File: src/rtl/lx32_muldiv.sv
// Sequential RV32M multiply/divide unit: radix-2 shift-add multiply and restoring divide,
// one operation at a time behind valid/ready handshakes, with optional fast path for divide special cases.
module lx32_muldiv #(
    parameter int WIDTH          = 32,
    parameter int TAG_W          = 5,
    parameter bit BYPASS_SPECIAL = 1'b1
) (
    input  logic             clk,
    input  logic             rst_n,
    input  logic             in_valid,
    output logic             in_ready,
    input  logic [2:0]       in_op,
    input  logic [WIDTH-1:0] in_a,
    input  logic [WIDTH-1:0] in_b,
    input  logic [TAG_W-1:0] in_tag,
    input  logic             flush,
    output logic             out_valid,
    input  logic             out_ready,
    output logic [WIDTH-1:0] out_result,
    output logic [TAG_W-1:0] out_tag,
    output logic             busy
);

    localparam int CNT_W = $clog2(WIDTH);

    typedef enum logic [1:0] {
        IDLE = 2'd0,
        BUSY = 2'd1,
        DONE = 2'd2
    } state_t;

    state_t                 state_r, state_next_s;
    logic [CNT_W-1:0]       cnt_r;
    logic [2:0]             op_r;
    logic                   neg_r;
    logic [WIDTH-1:0]       mag_r;
    logic [2*WIDTH-1:0]     work_r;
    logic [WIDTH-1:0]       res_r;
    logic [TAG_W-1:0]       tag_r;

    logic                   accept_s;
    logic                   a_signed_s, b_signed_s, a_neg_s, b_neg_s;
    logic [WIDTH-1:0]       a_mag_s, b_mag_s;
    logic                   b_zero_s, ovf_s, bypass_s;
    logic [WIDTH-1:0]       special_res_s;
    logic [WIDTH:0]         mul_sum_s, div_trial_s;
    logic [2*WIDTH-1:0]     mul_next_s, div_next_s, work_next_s, prod_s;
    logic [WIDTH-1:0]       div_sel_s, final_res_s;

    assign accept_s    = in_valid && (state_r == IDLE) && !flush;
    // MULHU and the unsigned divides treat rs1 as unsigned; rs2 is signed only for MUL/MULH and DIV/REM.
    assign a_signed_s  = in_op[2] ? ~in_op[0] : (in_op[1:0] != 2'b11);
    assign b_signed_s  = in_op[2] ? ~in_op[0] : ~in_op[1];
    assign a_neg_s     = a_signed_s && in_a[WIDTH-1];
    assign b_neg_s     = b_signed_s && in_b[WIDTH-1];
    assign a_mag_s     = a_neg_s ? (~in_a + {{(WIDTH-1){1'b0}}, 1'b1}) : in_a;
    assign b_mag_s     = b_neg_s ? (~in_b + {{(WIDTH-1){1'b0}}, 1'b1}) : in_b;

    assign b_zero_s    = (in_b == {WIDTH{1'b0}});
    assign ovf_s       = ~in_op[0] && (in_a == {1'b1, {(WIDTH-1){1'b0}}}) && (in_b == {WIDTH{1'b1}});
    assign bypass_s    = BYPASS_SPECIAL && in_op[2] && (b_zero_s || ovf_s);
    assign special_res_s = b_zero_s ? (in_op[1] ? in_a : {WIDTH{1'b1}})
                                    : (in_op[1] ? {WIDTH{1'b0}} : in_a);

    // One iteration step: multiply adds the multiplicand on the multiplier LSB then shifts right;
    // divide shifts {rem,quo} left and keeps the trial subtraction when it does not go negative.
    assign mul_sum_s   = {1'b0, work_r[2*WIDTH-1:WIDTH]} + (work_r[0] ? {1'b0, mag_r} : {(WIDTH+1){1'b0}});
    assign mul_next_s  = {mul_sum_s, work_r[WIDTH-1:1]};
    assign div_trial_s = {work_r[2*WIDTH-1:WIDTH], work_r[WIDTH-1]} - {1'b0, mag_r};
    assign div_next_s  = div_trial_s[WIDTH] ? {work_r[2*WIDTH-2:0], 1'b0}
                                            : {div_trial_s[WIDTH-1:0], work_r[WIDTH-2:0], 1'b1};
    assign work_next_s = op_r[2] ? div_next_s : mul_next_s;

    assign prod_s      = neg_r ? (~work_next_s + {{(2*WIDTH-1){1'b0}}, 1'b1}) : work_next_s;
    assign div_sel_s   = op_r[1] ? work_next_s[2*WIDTH-1:WIDTH] : work_next_s[WIDTH-1:0];
    assign final_res_s = op_r[2] ? (neg_r ? (~div_sel_s + {{(WIDTH-1){1'b0}}, 1'b1}) : div_sel_s)
                                 : ((op_r[1:0] == 2'b00) ? prod_s[WIDTH-1:0] : prod_s[2*WIDTH-1:WIDTH]);

    // State register.
    always_ff @(posedge clk) begin
        if (!rst_n) begin
            state_r <= IDLE;
        end else begin
            state_r <= state_next_s;
        end
    end

    // Next-state logic; flush overrides accept and the output handshake.
    always_comb begin
        state_next_s = state_r;
        if (flush) begin
            state_next_s = IDLE;
        end else begin
            case (state_r)
                IDLE: begin
                    if (accept_s) begin
                        state_next_s = bypass_s ? DONE : BUSY;
                    end else begin
                        state_next_s = IDLE;
                    end
                end
                BUSY: begin
                    if (cnt_r == {CNT_W{1'b0}}) begin
                        state_next_s = DONE;
                    end else begin
                        state_next_s = BUSY;
                    end
                end
                DONE: begin
                    if (out_ready) begin
                        state_next_s = IDLE;
                    end else begin
                        state_next_s = DONE;
                    end
                end
                default: state_next_s = IDLE;
            endcase
        end
    end

    // Output decode from the state register.
    always_comb begin
        in_ready  = 1'b0;
        busy      = 1'b0;
        out_valid = 1'b0;
        case (state_r)
            IDLE:    in_ready = 1'b1;
            BUSY:    busy = 1'b1;
            DONE: begin
                busy      = 1'b1;
                out_valid = 1'b1;
            end
            default: in_ready = 1'b0;
        endcase
    end

    // Operand capture, iteration datapath and result register.
    always_ff @(posedge clk) begin
        if (!rst_n) begin
            cnt_r  <= {CNT_W{1'b0}};
            op_r   <= 3'b000;
            neg_r  <= 1'b0;
            mag_r  <= {WIDTH{1'b0}};
            work_r <= {(2*WIDTH){1'b0}};
            res_r  <= {WIDTH{1'b0}};
            tag_r  <= {TAG_W{1'b0}};
        end else if (flush) begin
            cnt_r  <= {CNT_W{1'b0}};
        end else if (accept_s) begin
            op_r  <= in_op;
            tag_r <= in_tag;
            cnt_r <= CNT_W'(WIDTH - 1);
            // Divide by zero must leave the quotient all ones, so it is never negated.
            neg_r <= (in_op[2] && in_op[1]) ? a_neg_s : ((a_neg_s ^ b_neg_s) && !(in_op[2] && b_zero_s));
            if (in_op[2]) begin
                mag_r  <= b_mag_s;
                work_r <= {{WIDTH{1'b0}}, a_mag_s};
            end else begin
                mag_r  <= a_mag_s;
                work_r <= {{WIDTH{1'b0}}, b_mag_s};
            end
            if (bypass_s) begin
                res_r <= special_res_s;
            end
        end else if (state_r == BUSY) begin
            work_r <= work_next_s;
            if (cnt_r == {CNT_W{1'b0}}) begin
                res_r <= final_res_s;
            end else begin
                cnt_r <= cnt_r - {{(CNT_W-1){1'b0}}, 1'b1};
            end
        end
    end

    assign out_result = res_r;
    assign out_tag    = tag_r;

endmodule

File: config.mk
export PLATFORM = sky130hd
export DESIGN_NAME = lx32_muldiv
export DESIGN_NICKNAME = d
export VERILOG_FILES = /design/src/rtl/lx32_muldiv.sv
export SDC_FILE = /design/constraint.sdc
export NUM_CORES = 1
export LEC_CHECK = 0
export ABC_AREA = 1
export CORE_MARGIN = 1.5
export CORE_UTILIZATION = 25
export CTS_CLUSTER_SIZE = 24
export DETAILED_ROUTE_END_ITERATION = 12
export DONT_BUFFER_PORTS = 1
export PLACE_DENSITY = 0.47
export SLEW_MARGIN = 20
export SYNTH_ARGS = -nofsm -noshare
export SYNTH_HDL_FRONTEND = slang
export SYNTH_SLANG_ARGS = --single-unit
File: constraint.sdc
create_clock -name clk -period 5 [get_ports clk]
set_input_delay 0.25 -clock clk [delete_from_list [all_inputs] [get_ports clk]]
set_output_delay 0.25 -clock clk [all_outputs]
set_load 0.02 [all_outputs]
Word level (Yosys, flattened, before mapping) --
Cells that the tools add are included. W data, S select, Z words.
Word-level totals: input port bits 77, bits in writable memories 0, bits in latches 0, memories kept 0, register bits 144, memory bits (read-only) 0
Cells by class: shifts and indexed selects 0, $lt $le $gt $ge 0, equality and inequality tests 7, multipliers 0, reductions and logical operators 25, add/subtract/negate cells 7, div/mod/pow operators 0, multiplexer cells 35, bitwise logic cells 9
Operator list (count):
- $mux W32 | 16
- $mux W64 | 5
- $add A32 B1 Y32 const B | 3
- $not A32 Y32 | 3
- $add A64 B1 Y64 const B | 1
- $eq A32 B32 Y1 const B | 2
- $not A64 Y64 | 1
- $add A32 B32 Y33 | 1
- $sub A33 B32 Y33 | 1
- $logic_not A32 Y1 | 1
- $mux W5 | 3
- $logic_and A1 B1 Y1 | 10
- $mux W2 | 4
- $mux W1 | 6
- $pmux W2 S3 | 1
- $reduce_and A2 Y1 | 3
- $logic_not A5 Y1 | 1
- $sub A5 B1 Y5 const B | 1
- $logic_not A2 Y1 | 2
- $ne A2 B2 Y1 const B | 2
- $not A1 Y1 | 4
- $reduce_and A4 Y1 | 1
- $reduce_bool A2 Y1 | 2
- $reduce_or A2 Y1 | 2
- other kinds (6) | 7

Longest topological paths before layout --
word-level depth 11, gate-level depth with buffers 36, depth with buffers taken out 35

Worst setup path before layout --
Ideal clock, no wire load.
path kind register to register, start register work_r[31], end register res_r[30] (netlist: out_result[30]), required time 4930 ps, library setup time 70 ps, arrival 3959 ps, path buffers 1, cell stages (with the launch flop) 36, setup slack 971 ps, cells stage by stage dfxtp_1 inv_1 ha_1 inv_1 fa_1 nand2_1 nand2_1 nand3_1 nand2_1 nand2_1 nand2_1 nand2_4 nand3_2 nand2_4 buf_6 nand2_2 nand2_4 ha_1 nand3_1 nor2_2 nand3_1 nor2_2 nand4_1 nor2_1 nand2_1 nor3_2 nand3_1 nor2_1 nand2_1 nand2_1 nand2_1 nand2_1 nand2_1 nand2_1 nand3_1 a21oi_1
Between the ends: longest elaborated chain between the ends 11, elaborated cells between the ends (all ways) 15, those cells by class 3 x add/sub; 10 x mux; 2 x bitwise
Ends and longest elaborated chain:
- start: declaration | RTL line 37 | logic [2*WIDTH-1:0] work_r;
- start signal: assignment | RTL line 144 | work_r <= {(2*WIDTH){1'b0}};
- start signal: assignment | RTL line 157 | work_r <= {{WIDTH{1'b0}}, a_mag_s};
- start signal: assignment | RTL line 160 | work_r <= {{WIDTH{1'b0}}, b_mag_s};
- $sub A33 B32 Y33 | RTL line 69 | assign div_trial_s = {work_r[2*WIDTH-1:WIDTH], work_r[WIDTH-1]} - {1'b0, mag_r};
- $mux W64 | RTL line 70 | assign div_next_s = div_trial_s[WIDTH] ? {work_r[2*WIDTH-2:0], 1'b0}
- $mux W64 * | RTL line 72 | assign work_next_s = op_r[2] ? div_next_s : mul_next_s;
- $not A64 Y64 or $mux W32 (tied branches) | RTL line 74, 75
- $add A64 B1 Y64 or $not A32 Y32 (tied branches) | RTL line 74, 76
- $mux W64 or $add A32 B1 Y32 (tied branches) | RTL line 74, 76
- $mux W32, on equally long branches | RTL line 77, 76
- $mux W32 * | RTL line 76 | assign final_res_s = op_r[2] ? (neg_r ? (~div_sel_s + {{(WIDTH-1){1'b0}}, 1'b1}) : div_sel_s)
- $mux W32 * | RTL line 167 | if (cnt_r == {CNT_W{1'b0}}) begin
- $mux W32 * | RTL line 165 | end else if (state_r == BUSY) begin
- $mux W32 * | RTL line 149 | end else if (accept_s) begin
- end signal: assignment | RTL line 145 | res_r <= {WIDTH{1'b0}};
- end signal: assignment | RTL line 163 | res_r <= special_res_s;
- end signal: assignment | RTL line 168 | res_r <= final_res_s;
- end: declaration | RTL line 38 | logic [WIDTH-1:0] res_r;
Every way passes the cells marked *; elsewhere a longest branch is shown, timed or not. The select of a mux whose other input is x is not followed. A chain may end at the register's enable or synchronous reset.

Worst setup path in the final report --
start register work_r[31], end register res_r[0] (netlist: out_result[0])
Same word-level chain as after synthesis.

==> reports/metrics.json <==
{
  "run_status": "finished, final reports clean",
  "final_period_minus_worst_setup_slack_ps": 4559,
  "finalNetCount": 3463,
  "critPathArrivalTime_ps": 4950,
  "totalWireLength_um": 92650,
  "portBuffers": 0,
  "max_stage_delay_ps": 400,
  "synth_top_cells_by_area": "sky130_fd_sc_hd__nand2_1, sky130_fd_sc_hd__dfxtp_1, sky130_fd_sc_hd__inv_1",
  "synthesis.instances": 3335,
  "drive_above_1_share_pct": 7.440,
  "dieArea_um2": 75130,
  "design_area_um2": 20370,
  "pwr-share-clk_pct": 28.5,
  "gp_congestion": 0.9966,
  "grt_start_max_net_pins": 93,
  "power_switching_mw": 2.307,
  "yosys_warnings": 0,
  "fillerInstances": 8525,
  "hold_ws_ps": 33.35,
  "worstPathRequired_ps": 5390,
  "grt_pass1_wl_um": 136200,
  "worst_setup_hold_path_clk_slew_ps": 70,
  "cts_htree_levels": 4,
  "antenna_violating_nets_post_route": 0,
  "cellInternalPower_mw": 2.703,
  "floorplan.initialDensity_pct": 25.23,
  "initial_antenna_violation_count": 1,
  "grt.overflow.total": 0,
  "compound_gate_fraction_of_synth_area_pct": 20.28,
  "area_delta_synth_final_pct": 10.85,
  "max-clock-path-buffers": 2,
  "worst_slew_pin_slew_ps": 1115,
  "synth_area_per_cell_um2": 5.509,
  "synth_top_family_by_area": "simple AND/OR/NAND/NOR gates",
  "proportion_of_synthesized_flip_flops_having_asynchronous_set_or_reset_pct": 0,
  "drc": 0,
  "layout.core_utilization_pct": 27.96,
  "area_of_all_sequential_standard_cells_um2": 2889,
  "post_drt_via_cell_ratio": 5.124,
  "cp-end-kind": "flip-flop",
  "number_of_primary_i_o_pins": 117,
  "top_reg_cell_synth": "sky130_fd_sc_hd__dfxtp_1",
  "summed_instance_area_of_the_synthesized_netlist_um2": 18370,
  "critical_path_fanout_max": 7,
  "netlist.top_cell.by_area": "sky130_fd_sc_hd__nand2_1",
  "yosys.area_share.xor_xnor_pct": 4.910,
  "route.vias.total": 21930,
  "final-hold-violation-count": 0,
  "numCtsBuffers": 17,
  "timing.final.crit_share_pct": 91.19,
  "critPathMostFrequentCell": "sky130_fd_sc_hd__nand2_1",
  "dpl.hpwl_um": 75240,
  "tritoncts": "built",
  "synth_top_area_share_pct": 20.27,
  "report.final.setup_viol": 0,
  "power-per-cell-area_nw_per_um2": 246.0,
  "relSlewSlack_pct": 25.58,
  "routedWlPerCell_um": 21.65,
  "die_y_um": 274.1,
  "ir_drop_v": 0.0002251,
  "synth_edf_count": 0,
  "area_used_by_multi_input_combinational_logic_um2": 13180,
  "yosys_register_bits": 144,
  "max_transition_viols_final": 0,
  "start_kind": "flip-flop",
  "pwr-share-seq_pct": 26.1,
  "ctsRootBufferMaster": "sky130_fd_sc_hd__clkbuf_16",
  "global_route.usage.total_pct": 24.49,
  "fp.dieW_um": 274.1,
  "clock_latency_ps": 500,
  "clock-sinks": 144,
  "rows": 99,
  "grt_util_met1_pct": 31.20,
  "placedInstanceArea_um2": 19500,
  "post_synth_num_cell_types": 63,
  "max_freq_mhz": 219.3,
  "grt_pass1_vias": 20560,
  "total_leakage_power_nw": 10.22,
  "maxCapViolCount": 0,
  "synth_seq_area_share_pct": 15.69,
  "standard_cell_with_the_maximum_stage_delay_on_the_critical_path": "sky130_fd_sc_hd__fa_1",
  "timing_worst_setup_path_type": "reg -> reg",
  "drt_pass1_iterations": 7,
  "global_routing_s_busiest_layer": "met2",
  "fin_worst_skew_ps": 14.03,
  "mappedNetlistNets": 3488,
  "detailedRoute.firstIterationViolations": 2481,
  "grtUsageMet2_pct": 40.46,
  "post_synth_fa_ha_maj_area_fraction_pct": 5.257,
  "muxShareOfSynthArea_pct": 0.05448,
  "use_met3_pct": 4.650,
  "power_switching_share_pct": 46.05,
  "min_path_type": "in -> reg",
  "core_area_um2": 72830,
  "synthSimpleGateAreaFrac_pct": 40.88,
  "timing.setup.tns_ps": 0,
  "comb_power_share_pct": 45.4
}
## cells by family after synthesis
logic type,after synthesis
muxes,1
AOI/OAI and AO/OA,665
buffers and inverters,605
adders and majority gates,76
DFF,144
and+or+nand+nor,1741
xor gates and xnor gates,103
## through the flow
stage | total power [mW] | setup slack [ps] | std cells
finish | 5.010 | 440.6 | 4280
global route | 5.280 | -24.76 | 4280
CTS | 4.958 | 266.5 | 4276
detailed placement | 3.506 | 308.3 | 4230
global placement | 3.516 | 332.6 | 4230
floorplan | 2.820 | 971.2 | 3335
## cell usage after synthesis (11+ instances only)
cell,count
sky130_fd_sc_hd__a21oi_1,225
sky130_fd_sc_hd__buf_1,13
sky130_fd_sc_hd__buf_2,19
sky130_fd_sc_hd__clkbuf_1,86
sky130_fd_sc_hd__dfxtp_1,144
sky130_fd_sc_hd__ha_1,74
sky130_fd_sc_hd__inv_1,457
sky130_fd_sc_hd__inv_2,13
sky130_fd_sc_hd__nand2_1,992
sky130_fd_sc_hd__nand2_2,35
sky130_fd_sc_hd__nand3_1,210
sky130_fd_sc_hd__nand3_2,11
sky130_fd_sc_hd__nand3b_1,17
sky130_fd_sc_hd__nand4_1,36
sky130_fd_sc_hd__nor2_1,325
sky130_fd_sc_hd__nor2_2,21
sky130_fd_sc_hd__nor3_1,39
sky130_fd_sc_hd__nor4_1,13
sky130_fd_sc_hd__o211ai_1,15
sky130_fd_sc_hd__o21ai_0,271
sky130_fd_sc_hd__o21ai_1,22
sky130_fd_sc_hd__o21ai_2,11
sky130_fd_sc_hd__o221ai_1,24
sky130_fd_sc_hd__o22ai_1,41
sky130_fd_sc_hd__xnor2_1,26
sky130_fd_sc_hd__xor2_1,77
## area by class of cell
| class | count | share of cell area [%] |
|---|---|---|
| multi-input combinational | 2586 | 64.72 |
| sequential | 144 | 14.19 |
| inverter | 476 | 8.773 |
| tap | 959 | 5.892 |
| timing repair buffer | 85 | 3.428 |
| clock buffer | 21 | 2.365 |
| clock inverter | 8 | 0.6266 |
| antenna | 1 | 0.01229 |
## state kept, by name, indices dropped and copies added, names as in the netlist
signal,flops
op_r,3
state_r,2
cnt_r,5
out_result,32
work_r,64
neg_r,1
out_tag,5
mag_r,32
## cell usage in the layout (no fill, tap or decap), types with 7 or more instances in the layout
master                          instances
sky130_fd_sc_hd__nand2_1              991
sky130_fd_sc_hd__nand3b_1              17
sky130_fd_sc_hd__a31oi_1                8
sky130_fd_sc_hd__nor3_1                39
sky130_fd_sc_hd__ha_1                  74
sky130_fd_sc_hd__o211ai_1              15
sky130_fd_sc_hd__nand2_2               36
sky130_fd_sc_hd__nand2_4               10
sky130_fd_sc_hd__o221ai_1              24
sky130_fd_sc_hd__dlygate4sd3_1         16
sky130_fd_sc_hd__o22ai_1               41
sky130_fd_sc_hd__nor2_2                23
sky130_fd_sc_hd__nand3_1              208
sky130_fd_sc_hd__nand3_2               12
sky130_fd_sc_hd__xnor2_1               26
sky130_fd_sc_hd__a21oi_1              224
sky130_fd_sc_hd__o21ai_1               25
sky130_fd_sc_hd__o21bai_1              10
sky130_fd_sc_hd__nand4_1               36
sky130_fd_sc_hd__nor2_1               319
sky130_fd_sc_hd__clkbuf_16             18
sky130_fd_sc_hd__o21a_1                 8
sky130_fd_sc_hd__dfxtp_1              141
sky130_fd_sc_hd__o21ai_0              268
sky130_fd_sc_hd__xor2_1                77
sky130_fd_sc_hd__nor4_1                13
sky130_fd_sc_hd__o21ai_2               11
sky130_fd_sc_hd__buf_4                 68
sky130_fd_sc_hd__inv_1                457
sky130_fd_sc_hd__or2_2                  7
sky130_fd_sc_hd__inv_2                 15
sky130_fd_sc_hd__nor2_4                10
## power by group through the flow
| stage | Clock [mW] | Sequential, mW | Combinational (mW) |
|---|---|---|---|
| after floorplan | 0 | 1.30 | 1.52 |
| after global routing | 1.47 | 1.32 | 2.49 |
| final | 1.43 | 1.31 | 2.27 |
| after CTS | 1.44 | 1.31 | 2.21 |
| after detailed placement | 0 | 1.34 | 2.17 |
| after global placement | 0 | 1.33 | 2.18 |
## routing by layer
layer	up-vias	share of wire [%]
met1	10140	42
met3	157	8.0
met5	-	0
met2	914	46
met4	0	4.1
li1	10720	-
## worst paths after layout
| kind | from | endpoint | slack [ps] | depth (start not counted) |
|---|---|---|---|---|
| min reg2reg | cnt_r[1]$_SDFFE_PP0P_ | cnt_r[1]$_SDFFE_PP0P_ | 480 | 2 |
| max | work_r[31]$_SDFFE_PN0P_ | out_result[0]$_SDFFE_PN0P_ | 440 | 29 |
| min | flush | cnt_r[1]$_SDFFE_PP0P_ | 30 | 2 |
| max reg2reg | work_r[31]$_SDFFE_PN0P_ | out_result[0]$_SDFFE_PN0P_ | 440 | 29 |
## critical path: cells and delay by family, from the launching register on
| family | cells | cell delay, ps |
|---|---|---|
| simple gates | 19 | 2180 |
| compound gates | 5 | 1040 |
| fa+ha+maj | 3 | 730 |
| flops | 1 | 320 |
| buf+inv | 2 | 160 |
## timing repair
action | CTS | global route
resized for setup | 0 | 13
hold endpoints to repair | 100 | 0
endpoints found under the setup margin | 0 | 23
hold buffers | 17 | 0
buffers inserted | 0 | 3
No activity file was read; power rests on OpenSTA's default activity.
